===== config.mk =====
export PLATFORM = sky130hd
export DESIGN_NAME = safe_lock_ctrl_flat
export DESIGN_NICKNAME = d
export VERILOG_FILES = /design/src/rtl/safe_lock_ctrl_pkg.sv /design/src/rtl/safe_lock_ctrl_if.sv /design/src/rtl/safe_lock_ctrl_timer.sv /design/src/rtl/safe_lock_ctrl.sv /design/src/flat_wrapper.sv
export SDC_FILE = /design/constraint.sdc
export NUM_CORES = 1
export LEC_CHECK = 0
export BUFFER_PORTS_ARGS = -buffer_cell sky130_fd_sc_hd__buf_2
export CORE_ASPECT_RATIO = 0.5
export CORE_MARGIN = 2
export CORE_UTILIZATION = 25
export DETAILED_ROUTE_END_ITERATION = 12
export PLACE_DENSITY = 0.51
export SETUP_SLACK_MARGIN = 0.4
export SLEW_MARGIN = 10
export SYNTH_ARGS = -nofsm -noshare
export SYNTH_HDL_FRONTEND = slang
export SYNTH_HIERARCHICAL = 1
export SYNTH_SLANG_ARGS = --single-unit

===== constraint.sdc =====
create_clock -name clk -period 7.15 [get_ports clk]
set_input_delay 1.43 -clock clk [delete_from_list [all_inputs] [get_ports clk]]
set_output_delay 1.43 -clock clk [all_outputs]
set_load 0.02 [all_outputs]

===== src/rtl/safe_lock_ctrl_pkg.sv =====
// Shared types and constants for the safe keypad lock controller.
package safe_pkg;

    localparam int unsigned PW_W = 16;

    typedef enum logic [2:0] {
        ST_LOCKED  = 3'd0,
        ST_ENTRY   = 3'd1,
        ST_OPEN    = 3'd2,
        ST_SET_PW  = 3'd3,
        ST_LOCKOUT = 3'd4
    } lock_state_e;

    localparam logic [3:0] KEY_ENTER = 4'hA;
    localparam logic [3:0] KEY_CLEAR = 4'hB;
    localparam logic [3:0] KEY_LOCK  = 4'hC;
    localparam logic [3:0] KEY_SETPW = 4'hD;

    function automatic logic is_digit(input logic [3:0] key);
        return key <= 4'd9;
    endfunction

endpackage


===== src/rtl/safe_lock_ctrl_if.sv =====
// Keypad strobe in, lock status out; slave side is the controller.
interface safe_lock_ctrl_if;
    import safe_pkg::*;

    logic            key_valid;
    logic [3:0]      key_code;
    logic            state;
    logic            alarm;
    logic [1:0]      err_cnt;
    logic [2:0]      digit_cnt;
    logic [PW_W-1:0] entry_digits;
    logic            pw_changed;

    modport master (
        output key_valid, key_code,
        input  state, alarm, err_cnt, digit_cnt, entry_digits, pw_changed
    );

    modport slave (
        input  key_valid, key_code,
        output state, alarm, err_cnt, digit_cnt, entry_digits, pw_changed
    );

endinterface


===== src/rtl/safe_lock_ctrl_timer.sv =====
// Down-counting cycle timer: load a count, expire pulses in the last counted cycle.
module safe_cycle_timer #(
    parameter int unsigned W = 8
) (
    input  logic         clk,
    input  logic         rst,
    input  logic         load_i,
    input  logic [W-1:0] load_val_i,
    output logic         expire_o
);

    logic [W-1:0] cnt_q, cnt_d;

    always_comb begin
        cnt_d = cnt_q;
        if (load_i) begin
            cnt_d = load_val_i;
        end else if (cnt_q != '0) begin
            cnt_d = cnt_q - W'(1);
        end
    end

    always_ff @(posedge clk) begin
        if (rst) begin
            cnt_q <= '0;
        end else begin
            cnt_q <= cnt_d;
        end
    end

    assign expire_o = (cnt_q == W'(1));

endmodule


===== src/rtl/safe_lock_ctrl.sv =====
// Keypad lock FSM: code entry, lockout after repeated failures, password change, idle timeout.
module safe_lock_ctrl
    import safe_pkg::*;
#(
    parameter logic [PW_W-1:0] DEFAULT_PW     = 16'h1234,
    parameter int unsigned     MAX_TRIES      = 3,
    parameter int unsigned     TIMEOUT_CYCLES = 250000000,
    parameter int unsigned     LOCKOUT_CYCLES = 500000000
) (
    input logic             clk,
    input logic             rst,
    safe_lock_ctrl_if.slave key_if
);

    localparam int unsigned T_MAX     = (TIMEOUT_CYCLES > LOCKOUT_CYCLES) ? TIMEOUT_CYCLES
                                                                          : LOCKOUT_CYCLES;
    localparam int unsigned TW        = $clog2(T_MAX + 1);
    localparam logic [1:0]  TRIES_LIM = 2'(MAX_TRIES);

    lock_state_e     fsm_q, fsm_d;
    logic [PW_W-1:0] buf_q, buf_d, pw_q, pw_d;
    logic [2:0]      dcnt_q, dcnt_d;
    logic [1:0]      err_q, err_d, err_inc;
    logic            state_q, state_d, alarm_q, alarm_d, pwch_q, pwch_d;
    logic            key_ok, digit, room;
    logic            t_load, t_expire;
    logic [TW-1:0]   t_val;

    safe_cycle_timer #(.W(TW)) u_timer (
        .clk        (clk),
        .rst        (rst),
        .load_i     (t_load),
        .load_val_i (t_val),
        .expire_o   (t_expire)
    );

    assign key_ok  = key_if.key_valid && (key_if.key_code <= KEY_SETPW);
    assign digit   = key_if.key_valid && is_digit(key_if.key_code);
    assign room    = (dcnt_q < 3'd4);
    assign err_inc = (err_q == 2'd3) ? err_q : err_q + 2'd1;

    always_comb begin
        fsm_d  = fsm_q;
        buf_d  = buf_q;
        dcnt_d = dcnt_q;
        err_d  = err_q;
        pw_d   = pw_q;
        pwch_d = 1'b0;
        t_load = 1'b1;
        t_val  = '0;

        case (fsm_q)
            ST_LOCKED, ST_ENTRY: begin
                if (digit) begin
                    fsm_d = ST_ENTRY;
                    if (room) begin
                        buf_d  = {buf_q[PW_W-5:0], key_if.key_code};
                        dcnt_d = dcnt_q + 3'd1;
                    end
                end else if (key_ok && key_if.key_code == KEY_CLEAR) begin
                    buf_d  = '0;
                    dcnt_d = '0;
                    fsm_d  = ST_LOCKED;
                end else if (key_ok && key_if.key_code == KEY_ENTER) begin
                    buf_d  = '0;
                    dcnt_d = '0;
                    if (dcnt_q == 3'd4 && buf_q == pw_q) begin
                        fsm_d = ST_OPEN;
                        err_d = '0;
                    end else begin
                        err_d = err_inc;
                        fsm_d = (err_inc >= TRIES_LIM) ? ST_LOCKOUT : ST_LOCKED;
                    end
                end else if (fsm_q == ST_ENTRY && t_expire) begin
                    buf_d  = '0;
                    dcnt_d = '0;
                    fsm_d  = ST_LOCKED;
                end
            end
            ST_OPEN: begin
                if (key_ok && key_if.key_code == KEY_LOCK) begin
                    fsm_d = ST_LOCKED;
                end else if (key_ok && key_if.key_code == KEY_SETPW) begin
                    fsm_d = ST_SET_PW;
                end
            end
            ST_SET_PW: begin
                if (digit) begin
                    if (room) begin
                        buf_d  = {buf_q[PW_W-5:0], key_if.key_code};
                        dcnt_d = dcnt_q + 3'd1;
                    end
                end else if (key_ok && key_if.key_code == KEY_CLEAR) begin
                    buf_d  = '0;
                    dcnt_d = '0;
                    fsm_d  = ST_OPEN;
                end else if (key_ok && key_if.key_code == KEY_ENTER) begin
                    if (dcnt_q == 3'd4) begin
                        pw_d   = buf_q;
                        pwch_d = 1'b1;
                        buf_d  = '0;
                        dcnt_d = '0;
                        fsm_d  = ST_OPEN;
                    end
                end else if (t_expire) begin
                    buf_d  = '0;
                    dcnt_d = '0;
                    fsm_d  = ST_OPEN;
                end
            end
            ST_LOCKOUT: begin
                if (t_expire) begin
                    fsm_d = ST_LOCKED;
                    err_d = '0;
                end
            end
            default: begin
                fsm_d  = ST_LOCKED;
                buf_d  = '0;
                dcnt_d = '0;
            end
        endcase

        // One shared timer: armed on entry to a timed state, reloaded by keys, held at zero otherwise.
        if (fsm_d == ST_LOCKOUT) begin
            t_load = (fsm_q != ST_LOCKOUT);
            t_val  = TW'(LOCKOUT_CYCLES);
        end else if (fsm_d == ST_ENTRY || fsm_d == ST_SET_PW) begin
            t_load = (fsm_d != fsm_q) || key_ok;
            t_val  = TW'(TIMEOUT_CYCLES);
        end

        state_d = (fsm_d == ST_OPEN) || (fsm_d == ST_SET_PW);
        alarm_d = (fsm_d == ST_LOCKOUT);
    end

    always_ff @(posedge clk) begin
        if (rst) begin
            fsm_q   <= ST_LOCKED;
            buf_q   <= '0;
            dcnt_q  <= '0;
            err_q   <= '0;
            pw_q    <= DEFAULT_PW;
            pwch_q  <= 1'b0;
            state_q <= 1'b0;
            alarm_q <= 1'b0;
        end else begin
            fsm_q   <= fsm_d;
            buf_q   <= buf_d;
            dcnt_q  <= dcnt_d;
            err_q   <= err_d;
            pw_q    <= pw_d;
            pwch_q  <= pwch_d;
            state_q <= state_d;
            alarm_q <= alarm_d;
        end
    end

    assign key_if.state        = state_q;
    assign key_if.alarm        = alarm_q;
    assign key_if.err_cnt      = err_q;
    assign key_if.digit_cnt    = dcnt_q;
    assign key_if.entry_digits = buf_q;
    assign key_if.pw_changed   = pwch_q;

endmodule


===== src/flat_wrapper.sv =====
// flat-port wrapper written by rule: the top's interface ports become plain ports
module safe_lock_ctrl_flat import safe_pkg::*;
#(
    parameter logic [PW_W-1:0] DEFAULT_PW     = 16'h1234,
    parameter int unsigned     MAX_TRIES      = 3,
    parameter int unsigned     TIMEOUT_CYCLES = 250000000,
    parameter int unsigned     LOCKOUT_CYCLES = 500000000
)
  (clk, rst, key_if_key_valid, key_if_key_code, key_if_state, key_if_alarm, key_if_err_cnt, key_if_digit_cnt, key_if_entry_digits, key_if_pw_changed);
  safe_lock_ctrl_if key_if_i ();
  input logic clk;
  input logic rst;
  input wire logic [$bits(key_if_i.key_valid)-1:0] key_if_key_valid;
  input wire logic [$bits(key_if_i.key_code)-1:0] key_if_key_code;
  output wire logic [$bits(key_if_i.state)-1:0] key_if_state;
  output wire logic [$bits(key_if_i.alarm)-1:0] key_if_alarm;
  output wire logic [$bits(key_if_i.err_cnt)-1:0] key_if_err_cnt;
  output wire logic [$bits(key_if_i.digit_cnt)-1:0] key_if_digit_cnt;
  output wire logic [$bits(key_if_i.entry_digits)-1:0] key_if_entry_digits;
  output wire logic [$bits(key_if_i.pw_changed)-1:0] key_if_pw_changed;
  assign key_if_i.key_valid = key_if_key_valid;
  assign key_if_i.key_code = key_if_key_code;
  assign key_if_state = key_if_i.state;
  assign key_if_alarm = key_if_i.alarm;
  assign key_if_err_cnt = key_if_i.err_cnt;
  assign key_if_digit_cnt = key_if_i.digit_cnt;
  assign key_if_entry_digits = key_if_i.entry_digits;
  assign key_if_pw_changed = key_if_i.pw_changed;
  safe_lock_ctrl #(.DEFAULT_PW(DEFAULT_PW), .MAX_TRIES(MAX_TRIES), .TIMEOUT_CYCLES(TIMEOUT_CYCLES), .LOCKOUT_CYCLES(LOCKOUT_CYCLES)) u_core (.clk(clk), .rst(rst), .key_if(key_if_i));
endmodule

==> results.md <==
- Status: finished, final reports clean
- Number of library cell types mapped by synthesis: 61
- Starting density of the core: 25.42%
- Tot GR Track Use: 11.86%
- Post-Synth Adder-Cell Area: 1.609%
- Area leader, netlist: dfxtp_1
- Initial antenna violation count: 0
- Worst EP arrival: 4400 ps
- Post-CTS Resized: 0
- WS Path Type: register to register
- Average wire per standard cell: 13.64 um
- Yosys reg bits: 72
- Final hold viol count: 0
- Total CTS buffers: 9
- Worst EP required: 7400 ps
- Worst VDD drop: 0.1278 mV
- Netlist Area Pre-Place: 3887 um^2
- Number of global-route vias before repair: 3,077
- Port Buffer Count: 30
- CP max FO: 33
- Drt total wl: 9413 um
- Worst Hold Class: register to register
- Clk Latency, worst-skew pair: 340 ps
- Grt ovf: 0
- # Max-Cap Violations: 0
- CTS Buffer Depth: 2
- Final setup fails: 0
- Main combinational cell family by area after synthesis: simple AND/OR/NAND/NOR gates
- Ys async rst share: 0%
- Clk sink count: 72
- Final cell count without fillers: 690
- Rows: 32
- Final nets: 493
- Crit. End Element: register
- Max Clk Rate: 241.2 MHz
- Via count: 3,262
- Vias/cell: 4.728
- DIE HEIGHT: 92.18 um
- Register area: 1441 um^2
- Worst Slack Setup Final: 3004 ps
- Pin count of the biggest net entering global routing: 62
- PwrDens: 222.3 nW/um^2
- N_diodes: 0
- Lkg Pwr: 1.700 nW
- Yosys top cell area share: 37.08%
- CTS tree: done
- Top-count cell post-synth: dfxtp_1
- Synth Area in Simple Gates: 26.10%
- Multi-input logic area: 2301 um^2
- Clk_skew: 6.424 ps
- Rel. slew slack: 40.85%
- Max Slew Vio Count: 0
- H-Tree Depth: 3
- Tightest Pin Transition: 886.3 ps
- Post-synthesis sequential area ratio: 37.08%
- Final worst-path cycle share: 57.99%
- Synth Area in Compound Gates: 14.77%
- Die area: 16,620 um^2
- Core footprint: 15,290 um^2
- EDFF count, synth: 0
- DR pass1 iterations: 4
- Placed insts: 674
- Syn. warnings: 6
- Post-synthesis mux area share: 8.239%
- Detail Route Antenna Nets: 0
- Cts hold-fix bufs: 0
- RSZ-0062 raised after global routing: no
- Placer Congestion: 0.8220
- Postcts setup bufs: 0
- Fillers: 1,649
- Top FF cell, synth: dfxtp_1
- Share of cells above drive strength 1: 14.40%
- Synth Area per Inst: 8.563 um^2
- Die W: 180.4 um
- Minimum clock period: 4146 ps
- Cells after synthesis: 454
- Synth area leaders: dfxtp_1 (37%), mux2i_1 (8.2%), nand2_1 (3.8%), nor4_1 (3.7%), nor2_1 (3.7%)
- Commonest cells post-synth: dfxtp_1 (72), nand2_1 (39), nor2_1 (38), mux2i_1 (32), nor4_1 (23)
- HPWL after DPL: 6441 um
- DP Worst Slack: 2784 ps
- Sum Neg Setup Slack: 0 ps
- Iter 0 DRT Violations: 188
- Clk root buf: clkbuf_16
- Clock edge transition at the registers on the reported setup and hold paths: 60 ps
- Critical Path Start Type: register
- Area grow syn2layout: 17.28%
- XOR/XNOR Fraction of Synth Area: 6.984%
- Ports: 31
- First-pass GRT wire length: 15,730 um
- Residual DRC: 0
worst max-delay path, stage by stage, from the launching register on:
cell and delay, ps:
dfxtp_1 350, nor4_1 410, nand4_1 380, nor2_1 280
and2_1 290, mux2i_1 110, a22oi_1 290, inv_1 220
a31oi_2 200, buf_4 330, inv_1 480, a31o_2 490
a211oi_1 220
per-layer routing:
metal	vias to the layer above	part of all wire, %	GRT usage, %
met3	7	3.7	3.058
li1	1683	-	-
met2	52	46	19.37
met4	0	0.79	4.368
met5	-	0	0
met1	1520	50	15.12
sequential cells by signal, summed over array words and instances (netlist names):
signal	cells
u_core/fsm_q	3
u_core/key_if.entry_digits	16
u_core/u_timer/cnt_q	29
u_core/pw_q	16
u_core/key_if.digit_cnt	3
u_core/key_if.pw_changed	1
u_core/key_if.err_cnt	2
u_core/key_if.alarm	1
u_core/key_if.state	1
stage by stage:
step / power, W / hold WS (ps) / utilization (%) / area, um^2
2_1_floorplan: 0.0005204 / 451.3 / - / 3918
3_3_place_gp: 0.0005495 / 473.0 / 27.73 / 4242
3_5_place_dp: 0.0005493 / 478.2 / 27.73 / 4242
4_1_cts: 0.001027 / 487.6 / 29.81 / 4559
5_1_grt: 0.001059 / 525.2 / 29.81 / 4559
6_report: 0.001013 / 492.0 / 29.81 / 4559
power breakdown:
part | internal (W) | switching (W) | leakage (nW)
Combinational | 0.0000421 | 0.0000679 | 0.959
Clock | 0.000299 | 0.000174 | 0.155
Sequential | 0.000415 | 0.0000160 | 0.587
Total | 0.000755 | 0.000258 | 1.70
cell usage in the layout (no fill, tap or decap), drive strengths merged, types with 3 or more instances in the layout:
master / instances
a31oi: 3
o21a: 3
nor4: 23
nor3: 21
nand2b: 19
or4: 7
nor2: 38
xnor2: 16
or3: 9
a21oi: 18
xor2: 15
a221oi: 3
conb: 9
or2: 6
inv: 15
nand4: 3
dfxtp: 72
nor2b: 9
mux2i: 32
a211oi: 12
o22ai: 4
nand3: 6
ha: 5
nand3b: 4
o21ai: 12
a211o: 5
clkbuf: 12
buf: 35
nand2: 39
cell type report:
cell class	instances	area share [%]
multi-input combinational	348	50.47
sequential	72	31.61
clock buffer	12	5.845
tap	204	5.598
timing repair buffer	35	4.116
inverter	15	1.235
clock inverter	4	1.125
kinds of logic after synthesis:
family / Yosys count
compound gates: 80
xor+xnor: 31
simple gates: 191
mux: 32
flops: 72
buf+inv: 42
fa+ha+maj: 5
other cells: 1
worst paths after layout:
check                               start  depth (start not counted)                       end  slack [ps]
hold reg to reg   u_core/u_timer/cnt_q[6]                          2   u_core/u_timer/cnt_q[6]         490
hold / removal    u_core/u_timer/cnt_q[6]                          2   u_core/u_timer/cnt_q[6]         490
setup / recovery  u_core/u_timer/cnt_q[9]                         12  u_core/u_timer/cnt_q[26]        3000
setup reg to reg  u_core/u_timer/cnt_q[9]                         12  u_core/u_timer/cnt_q[26]        3000
Power figures use the tool's default switching activity.
